`config.mk`:
```
export PLATFORM = sky130hd
export DESIGN_NAME = cpu_mem_router
export DESIGN_NICKNAME = d
export VERILOG_FILES = /design/src/rtl/cpu_mem_router_pkg.sv /design/src/rtl/cpu_mem_router_byte_fifo.sv /design/src/rtl/cpu_mem_router.sv
export SDC_FILE = /design/constraint.sdc
export NUM_CORES = 1
export LEC_CHECK = 0
export BUFFER_PORTS_ARGS = -buffer_cell sky130_fd_sc_hd__buf_2
export CAP_MARGIN = 20
export CORE_MARGIN = 2
export CORE_UTILIZATION = 53
export DETAILED_ROUTE_END_ITERATION = 12
export PLACE_DENSITY = 0.79
export SYNTH_ARGS = -nofsm -noshare
export SYNTH_HDL_FRONTEND = slang
export SYNTH_SLANG_ARGS = --single-unit
```
`constraint.sdc`:
```
create_clock -name clk -period 3.9 [get_ports clk]
set_clock_uncertainty 0.1 [all_clocks]
set_input_delay 0.78 -clock clk [delete_from_list [all_inputs] [get_ports clk]]
set_output_delay 0.78 -clock clk [all_outputs]
set_load 0.1 [all_outputs]
```
`src/rtl/cpu_mem_router_pkg.sv`:
```
// Shared decode constants and the read-source encoding for the cpu memory router.
package cpu_mem_router_pkg;

   localparam logic [1:0] IO_SEL      = 2'b11;
   localparam logic [2:0] IO_OFF_UART = 3'd0;
   localparam logic [2:0] IO_OFF_CTRL = 3'd4;

   typedef enum logic [1:0] {
      SRC_ZERO = 2'd0,
      SRC_RAM  = 2'd1,
      SRC_RX   = 2'd2,
      SRC_STAT = 2'd3
   } rd_src_e;

   function automatic logic [7:0] status_byte(input logic tx_full, input logic rx_full);
      return {6'b0, tx_full, rx_full};
   endfunction

endpackage

```
`src/rtl/cpu_mem_router_byte_fifo.sv`:
```
// Circular byte FIFO with wrap-bit pointers; output is the registered head entry (no bypass).
module byte_fifo #(
   parameter int DEPTH = 8,
   parameter int WIDTH = 8
) (
   input  logic             clk,
   input  logic             rst,
   input  logic             push_i,
   input  logic             pop_i,
   input  logic [WIDTH-1:0] din_i,
   output logic [WIDTH-1:0] dout_o,
   output logic             full_o,
   output logic             empty_o
);

   localparam int PW = $clog2(DEPTH);

   logic [PW:0]      wr_ptr_q, wr_ptr_d;
   logic [PW:0]      rd_ptr_q, rd_ptr_d;
   logic [WIDTH-1:0] mem_q [DEPTH];
   logic             do_push, do_pop;

   assign full_o  = (wr_ptr_q[PW] != rd_ptr_q[PW]) && (wr_ptr_q[PW-1:0] == rd_ptr_q[PW-1:0]);
   assign empty_o = (wr_ptr_q == rd_ptr_q);
   assign dout_o  = mem_q[rd_ptr_q[PW-1:0]];
   assign do_push = push_i && !full_o;
   assign do_pop  = pop_i && !empty_o;

   always_comb begin
      wr_ptr_d = wr_ptr_q;
      rd_ptr_d = rd_ptr_q;
      if (do_push) wr_ptr_d = wr_ptr_q + 1'b1;
      if (do_pop)  rd_ptr_d = rd_ptr_q + 1'b1;
   end

   always_ff @(posedge clk) begin
      if (!rst) begin
         wr_ptr_q <= '0;
         rd_ptr_q <= '0;
      end else begin
         wr_ptr_q <= wr_ptr_d;
         rd_ptr_q <= rd_ptr_d;
      end
   end

   // Storage is never reset; stale entries are unreachable once the pointers clear.
   always_ff @(posedge clk) begin
      if (do_push) mem_q[wr_ptr_q[PW-1:0]] <= din_i;
   end

endmodule

```
`src/rtl/cpu_mem_router.sv`:
```
// Routes the cpu byte port to RAM or the UART/status/halt I/O window with uniform
// 1-cycle read latency, stalling the cpu while an I/O access cannot complete.
module cpu_mem_router
   import cpu_mem_router_pkg::*;
#(
   parameter int ADDR_W   = 32,
   parameter int DATA_W   = 8,
   parameter int RAM_AW   = 17,
   parameter int TX_DEPTH = 8
) (
   input  logic              clk,
   input  logic              rst,
   input  logic [ADDR_W-1:0] cpu_a,
   input  logic [DATA_W-1:0] cpu_dout,
   input  logic              cpu_wr,
   output logic [DATA_W-1:0] cpu_din,
   output logic              cpu_rdy,
   output logic [RAM_AW-1:0] ram_a,
   output logic [DATA_W-1:0] ram_dout,
   output logic              ram_we,
   input  logic [DATA_W-1:0] ram_din,
   output logic [DATA_W-1:0] tx_data,
   output logic              tx_valid,
   input  logic              tx_ready,
   input  logic [DATA_W-1:0] rx_data,
   input  logic              rx_valid,
   output logic              rx_ready,
   output logic              halted
);

   logic              io, off0, off4;
   logic              tx_full, tx_empty, tx_push, tx_pop;
   logic              rx_pop, rx_load;
   logic              rd_acc, wr_acc;

   logic              rx_full_q, rx_full_d;
   logic [DATA_W-1:0] rx_hold_q, rx_hold_d;
   logic              halted_q, halted_d;
   rd_src_e           src_q, src_d;
   logic [DATA_W-1:0] io_data_q, io_data_d;
   logic              fresh_q, fresh_d;
   logic [DATA_W-1:0] din_hold_q;
   logic [DATA_W-1:0] din_sel;

   assign io   = (cpu_a[17:16] == IO_SEL);
   assign off0 = (cpu_a[2:0] == IO_OFF_UART);
   assign off4 = (cpu_a[2:0] == IO_OFF_CTRL);

   assign cpu_rdy = rst & ~halted_q
                  & ~(io & cpu_wr & off0 & tx_full)
                  & ~(io & ~cpu_wr & off0 & ~rx_full_q);

   assign rd_acc = cpu_rdy & ~cpu_wr;
   assign wr_acc = cpu_rdy & cpu_wr;

   assign ram_a    = cpu_a[RAM_AW-1:0];
   assign ram_dout = cpu_dout;
   assign ram_we   = wr_acc & ~io;

   assign tx_push  = wr_acc & io & off0;
   assign tx_valid = ~tx_empty;
   assign tx_pop   = tx_valid & tx_ready;

   assign rx_ready = ~rx_full_q;
   assign rx_pop   = rd_acc & io & off0;
   // A pop only happens while full, so a same-cycle load is impossible; it lands next cycle.
   assign rx_load  = rx_valid & rx_ready;

   assign halted = halted_q;

   byte_fifo #(
      .DEPTH (TX_DEPTH),
      .WIDTH (DATA_W)
   ) u_tx_fifo (
      .clk     (clk),
      .rst     (rst),
      .push_i  (tx_push),
      .pop_i   (tx_pop),
      .din_i   (cpu_dout),
      .dout_o  (tx_data),
      .full_o  (tx_full),
      .empty_o (tx_empty)
   );

   always_comb begin
      rx_full_d = rx_full_q;
      rx_hold_d = rx_hold_q;
      halted_d  = halted_q;
      src_d     = src_q;
      io_data_d = io_data_q;
      fresh_d   = rd_acc;

      if (rx_pop) begin
         rx_full_d = 1'b0;
      end else if (rx_load) begin
         rx_full_d = 1'b1;
         rx_hold_d = rx_data;
      end

      if (wr_acc && io && off4) halted_d = 1'b1;

      if (rd_acc) begin
         if (!io) begin
            src_d = SRC_RAM;
         end else if (off0) begin
            src_d     = SRC_RX;
            io_data_d = rx_hold_q;
         end else if (off4) begin
            src_d     = SRC_STAT;
            io_data_d = DATA_W'(status_byte(tx_full, rx_full_q));
         end else begin
            src_d = SRC_ZERO;
         end
      end
   end

   // Fresh read data is shown for one cycle; otherwise the last shown value is held.
   always_comb begin
      din_sel = din_hold_q;
      if (fresh_q) begin
         unique case (src_q)
            SRC_RAM:  din_sel = ram_din;
            SRC_RX:   din_sel = io_data_q;
            SRC_STAT: din_sel = io_data_q;
            default:  din_sel = '0;
         endcase
      end
   end

   assign cpu_din = din_sel;

   always_ff @(posedge clk) begin
      if (!rst) begin
         rx_full_q  <= 1'b0;
         rx_hold_q  <= '0;
         halted_q   <= 1'b0;
         src_q      <= SRC_ZERO;
         io_data_q  <= '0;
         fresh_q    <= 1'b0;
         din_hold_q <= '0;
      end else begin
         rx_full_q  <= rx_full_d;
         rx_hold_q  <= rx_hold_d;
         halted_q   <= halted_d;
         src_q      <= src_d;
         io_data_q  <= io_data_d;
         fresh_q    <= fresh_d;
         din_hold_q <= din_sel;
      end
   end

endmodule

```
-- Yosys cells after proc, flatten, opt, wreduce, memory -nomap -nowiden
Memory sizes are Yosys's and may differ from the RTL's. A register that Yosys moved wholly into a read port is not among the register bits.
Cells that the tools add are included.
W data, S select, Z words.
- register bits after elaboration: 37
- latch bits: 0
- RAM bits: 64
- ROM bits: 0
- input bits: 61
- logic and storage cells: 71
- memories kept: 1
- memories (name ; depth ; bits a word ; rd ports ; clocked after memory_dff ; wr ports ; line ; RTL):
    u_tx_fifo.mem_q ; 8 ; 8 ; 1 ; 1 ; 1 ; cpu_mem_router_byte_fifo.sv:20 ; logic [WIDTH-1:0] mem_q [DEPTH];
- add/subtract/negate cells: 2
- multiply operators: 0
- divide/modulo/power cells: 0
- magnitude comparators: 0
- equality and inequality tests: 8
- shift operators: 0
- mux-type cells: 11
- bitwise operators: 27
- reductions and logical operators: 13
- operators by type and width (cell ; count):
    $mux W8 ; 3
    $and A1 B1 Y1 ; 18
    $pmux W8 S2 ; 1
    $not A1 Y1 ; 9
    $add A4 B1 Y4 const B ; 2
    $eq A2 B2 Y1 const B ; 3
    $mux W2 ; 3
    $mux W3 ; 2
    $logic_and A1 B1 Y1 ; 5
    $eq A4 B4 Y1 ; 1
    $reduce_or A2 Y1 ; 2
    $eq A3 B3 Y1 ; 1
    $eq A3 B3 Y1 const B ; 1
    $logic_not A3 Y1 ; 1
    $reduce_and A3 Y1 ; 1
    $eq A2 B1 Y1 const B ; 1
    $logic_not A1 Y1 ; 2
    $mux W1 ; 2
    $reduce_and A2 Y1 ; 1
    $reduce_bool A2 Y1 ; 1
    $ne A1 B1 Y1 ; 1

-- Longest topological paths before layout
- depth after elaboration: 13
- mapped depth: 6

-- Modules after synthesis
Synthesis repeated with hierarchy kept, for this count alone.
- cells, all modules: 351
- area total of the unflattened synthesis: 4824.6 um^2
- modules (own cells, without submodules) (module ; times used ; cells an instance ; area each (um^2)):
    byte_fifo ; 1 ; 176 ; 3251.9
    cpu_mem_router ; 1 ; 175 ; 1572.8

-- Least setup slack after synthesis
Ideal clock, no wire load.
- path type: register to output
- start: register src_q[1]
- end: output port cpu_din[0]
- arrival time: 2.425 ns
- path slack: 0.595 ns
- cell stages (with the launch flop): 6
- cell sequence: dfxtp_1 -> clkbuf_1 -> nor2b_1 -> clkbuf_1 -> a22oi_1 -> a21oi_1
- longest elaborated chain between the ends: 4
- ends and longest elaborated chain (element ; line ; RTL):
    start, declared ; cpu_mem_router.sv:39 ; rd_src_e src_q, src_d;
    start signal, assigned ; cpu_mem_router.sv:145 ; src_q <= src_d;
    $eq A2 B2 Y1 ; cpu_mem_router.sv:121 ; unique case (src_q)
    $reduce_or A2 Y1 (no source line) ; - ;
    $pmux W8 S2 * ; cpu_mem_router.sv:121 ;
    $mux W8 * ; cpu_mem_router.sv:120 ; if (fresh_q) begin
    end, declared ; cpu_mem_router.sv:16 ; output logic [DATA_W-1:0] cpu_din,
Mark *: on every way between the ends. The rest lies on a longest branch, timed or not.

==> flow_summary_export.csv <==
group,metric,value,unit
run_status,status,"complete, no violations",
global_route,grt_remaining_overflow,0,
logic_synthesis,synth_area_per_cell,13.2,um2
timing,max-slew-margin-rel,47.0,%
logic_synthesis,yosysSeqAreaShare,61.0,%
placed_design,place_ws,1020,ps
power,pwr-share-comb,10.8,%
floorplan,num_io_pins,107,
layout,fillerInstances,649,
power,clock_power_share,33.8,%
placed_design,place_area,4710,um2
routing,avgViaCountPerCell,5.46,
logic_synthesis,yosys_warnings,0,
critical_path,crit_path_start_kind,"flip-flop",
worst_hold_path,min_from,"io_data_q[3]",
placed_design,place_congestion,0.793,
logic_synthesis,yosys.area.top_type_share,43.0,%
logic_synthesis,synth_area,4460,um2
placed_design,dp_hpwl,5.43,mm
logic_synthesis,ys_ff_latch,104,
logic_synthesis,synth_top_family_by_area,"simple AND/OR/NAND/NOR gates",
routing,final_antenna_net_count,0,
critical_path,ff2ff_path_depth,6,
timing,rsz0062_at_grt,"false",
logic_synthesis,synth-edff-count,64,
layout,final_util,60.3,%
timing,hold_violations,0,
logic_synthesis,synth_common_cells,"edfxtp_1, dfxtp_1, a21oi_1, nand2_1, buf_4",
timing,setup_tns,0,ps
routing,drc,0,
timing,final-max-slew-violation-count,0,
cts,holdBufCountCts,0,
worst_hold_path,hold_path.class,"flip-flop to flip-flop",
routing,drt_pass1_iterations,4,
logic_synthesis,yosysUniqueCellTypes,48,
worst_hold_path,whs_endpoint,"io_data_q[3]",
cts,numCtsBuffers,9,
power,switching_share,25.8,%
logic_synthesis,syn_nets,400,
logic_synthesis,synth-compound-area-share,8.38,%
timing,layout_setup_ws,805,ps
cts,clock-root-buffer,"clkbuf_8",
cts,clock_latency,370,ps
timing,setup_viol,0,
power,p_seq_share,55.4,%
critical_path,rr_startpoint,"u_tx_fifo.wr_ptr_q[0]",
global_route,grt.total_usage,19.0,%
logic_synthesis,syn_inst,337,
flow_run,maxCapViolations,0,
logic_synthesis,synth_area_leaders,"edfxtp_1, dfxtp_1, mux4_2",
cts,cts_resized,0,
floorplan,die_w,95.8,um
power,powerDensity,434,nW/um2
layout,multi_input_area,1440,um2
layout,drive_above_1_share,32.4,%
layout,diodes,0,
global_route,grt_pass1_vias,2521,
cts,cts_buffer_depth,2,
power,internal_power,0.00159,W
power,switchingPower,0.000552,W
layout,fin_nets,441,
logic_synthesis,synth_xor_area_share,1.93,%
logic_synthesis,post-synth-top-count-cell,"edfxtp_1",
layout,area_growth,10.5,%
timing,fmax,323,MHz
logic_synthesis,synthSimpleGateAreaFrac,11.2,%
logic_synthesis,async_reset_ff_share,0,%
floorplan,num_rows,33,
logic_synthesis,yosysTopAreaCell,"edfxtp_1",
routing,drt_iter0_markers,116,
logic_synthesis,synthMuxAreaShare,10.1,%
power,vdd_drop_max,283,uV
critical_path,crit_fanout,16,
timing,layout_worst_path_cycle_share,79.4,%
routing,wire_per_inst,16.7,um
cts,cts-htree-levels,3,
power,p_leak,1.76,nW
routing,wirelength,8.13,mm
cts,cts_setup_buffers,0,
floorplan,die_area,9170,um2
critical_path,cp-end-kind,"output port",
logic_synthesis,synthAdderAreaFrac,0.561,%
floorplan,start_util,54.6,%
layout,design_area,4930,um2
critical_path,crit_arrival,2220,ps
cts,clk_pin_slew,100,ps
logic_synthesis,synth-main-ff-cell,"edfxtp_1",
routing,vias,2666,
placed_design,port_buffers,66,
critical_path,r2r_slack,1490,ps
timing,fin_crit,3100,ps
floorplan,fp.dieH,95.8,um
critical_path,crit_type,"flip-flop to output port",
critical_path,r2r_end,"u_tx_fifo.mem_q[4][7]",
cts,cts_tree,"built",
floorplan,placeableCoreArea,8180,um2
critical_path,cp.required,3020,ps
global_route,antenna_found_initial,0,
timing,tightest_slew,795,ps
global_route,grt_first_pass_wirelength,12.8,mm
layout,seq_area,2720,um2
worst_hold_path,holdPathStages,2,
cts,cts_sinks,104,
global_route,grt_max_degree,27,
[power groups by stage]
stage               logic (W)  registers (W)  clock network [W]
floorplan            0.000253        0.00121                  0
global placement     0.000229        0.00121                  0
detailed placement   0.000232        0.00121                  0
CTS                  0.000232        0.00119           0.000741
global route         0.000245        0.00119           0.000788
finish               0.000231        0.00119           0.000724
[layout by cell type (no fill, tap or decap), types with 2 or more instances in the layout]
master     synthesis  final
a22oi_1            8      8
xor2_1             2      2
or4_1              3      3
mux4_2            16     16
mux2_2             8      8
or3_1              4      4
xor2_2             2      2
clkbuf_8           0      9
o21ai_0            8      8
bufinv_16          0      2
nor2b_1            3      3
o211ai_1           2      2
clkinv_4           0      2
nor3_1             3      3
clkinv_1           1      2
ha_1               2      2
nand2_1           29     29
buf_4             25      9
buf_2              4     66
o31ai_1            3      3
a21oi_1           31     31
inv_1              5      5
dfxtp_1           40     40
and2_1             8      8
nor2_1            16     16
nor4b_2            3      3
edfxtp_1          64     64
nand3_1           10     10
and4b_1            2      2
[worst max-delay path by stage]
stage | startpoint | endpoint | slack, ps | cells past startpoint
floorplan | src_q[1] | cpu_din[0] | 590 | 5
global placement | rst | u_tx_fifo.mem_q[4][6] | 1040 | 6
detailed placement | rst | u_tx_fifo.mem_q[4][3] | 1020 | 6
CTS | flip-flop | tx_data[5] | 750 | 3
global route | u_tx_fifo.wr_ptr_q[0] | cpu_rdy | 650 | 6
finish | flip-flop | tx_data[4] | 800 | 3
[final cells by class]
cell class	instances	area share (%)
Clock buffer	10	2.59
Timing Repair Buffer	75	8.07
Tap cell	105	2.66
Multi-Input combinational cell	182	29.1
Clock inverter	6	1.88
Inverter	6	0.457
Sequential cell	104	55.2
[flip-flops by register name, summed over array words and instances, names as in the netlist, named ones only]
| signal | flops |
|---|---|
| din_hold_q | 8 |
| fresh_q | 1 |
| halted | 1 |
| io_data_q | 8 |
| rx_full_q | 1 |
| rx_hold_q | 8 |
| src_q | 2 |
| u_tx_fifo.mem_q | 64 |
| u_tx_fifo.rd_ptr_q | 4 |
| u_tx_fifo.wr_ptr_q | 4 |
[worst max-delay path, cell delays in order, from the launching register on]
cell and delay (ps):
dfxtp_1 840, mux4_2 420, mux2_2 290, buf_2 290
[routing by layer]
metal	GRT usage, %	part of all wire, %
met2	31.1	50
met3	5.25	5.6
met1	24.8	43
met5	0	0
met4	6.19	0.95
[logic make-up (layout without fill, tap and decap cells)]
| logic type | after synthesis | count (layout) |
|---|---|---|
| xor+xnor | 6 | 6 |
| compound gates | 60 | 60 |
| fa+ha+maj | 2 | 2 |
| mux | 24 | 24 |
| simple gates | 90 | 90 |
| buf+inv | 51 | 97 |
| flops | 104 | 104 |
[through the flow]
stage	hold WS [ps]	cells	total power (W)
after floorplan	332	337	0.00146
after global placement	341	472	0.00144
after detailed placement	348	472	0.00144
after CTS	362	488	0.00216
after global routing	382	488	0.00222
final	364	488	0.00214
Note: power is estimated with default switching activity, not from simulation.
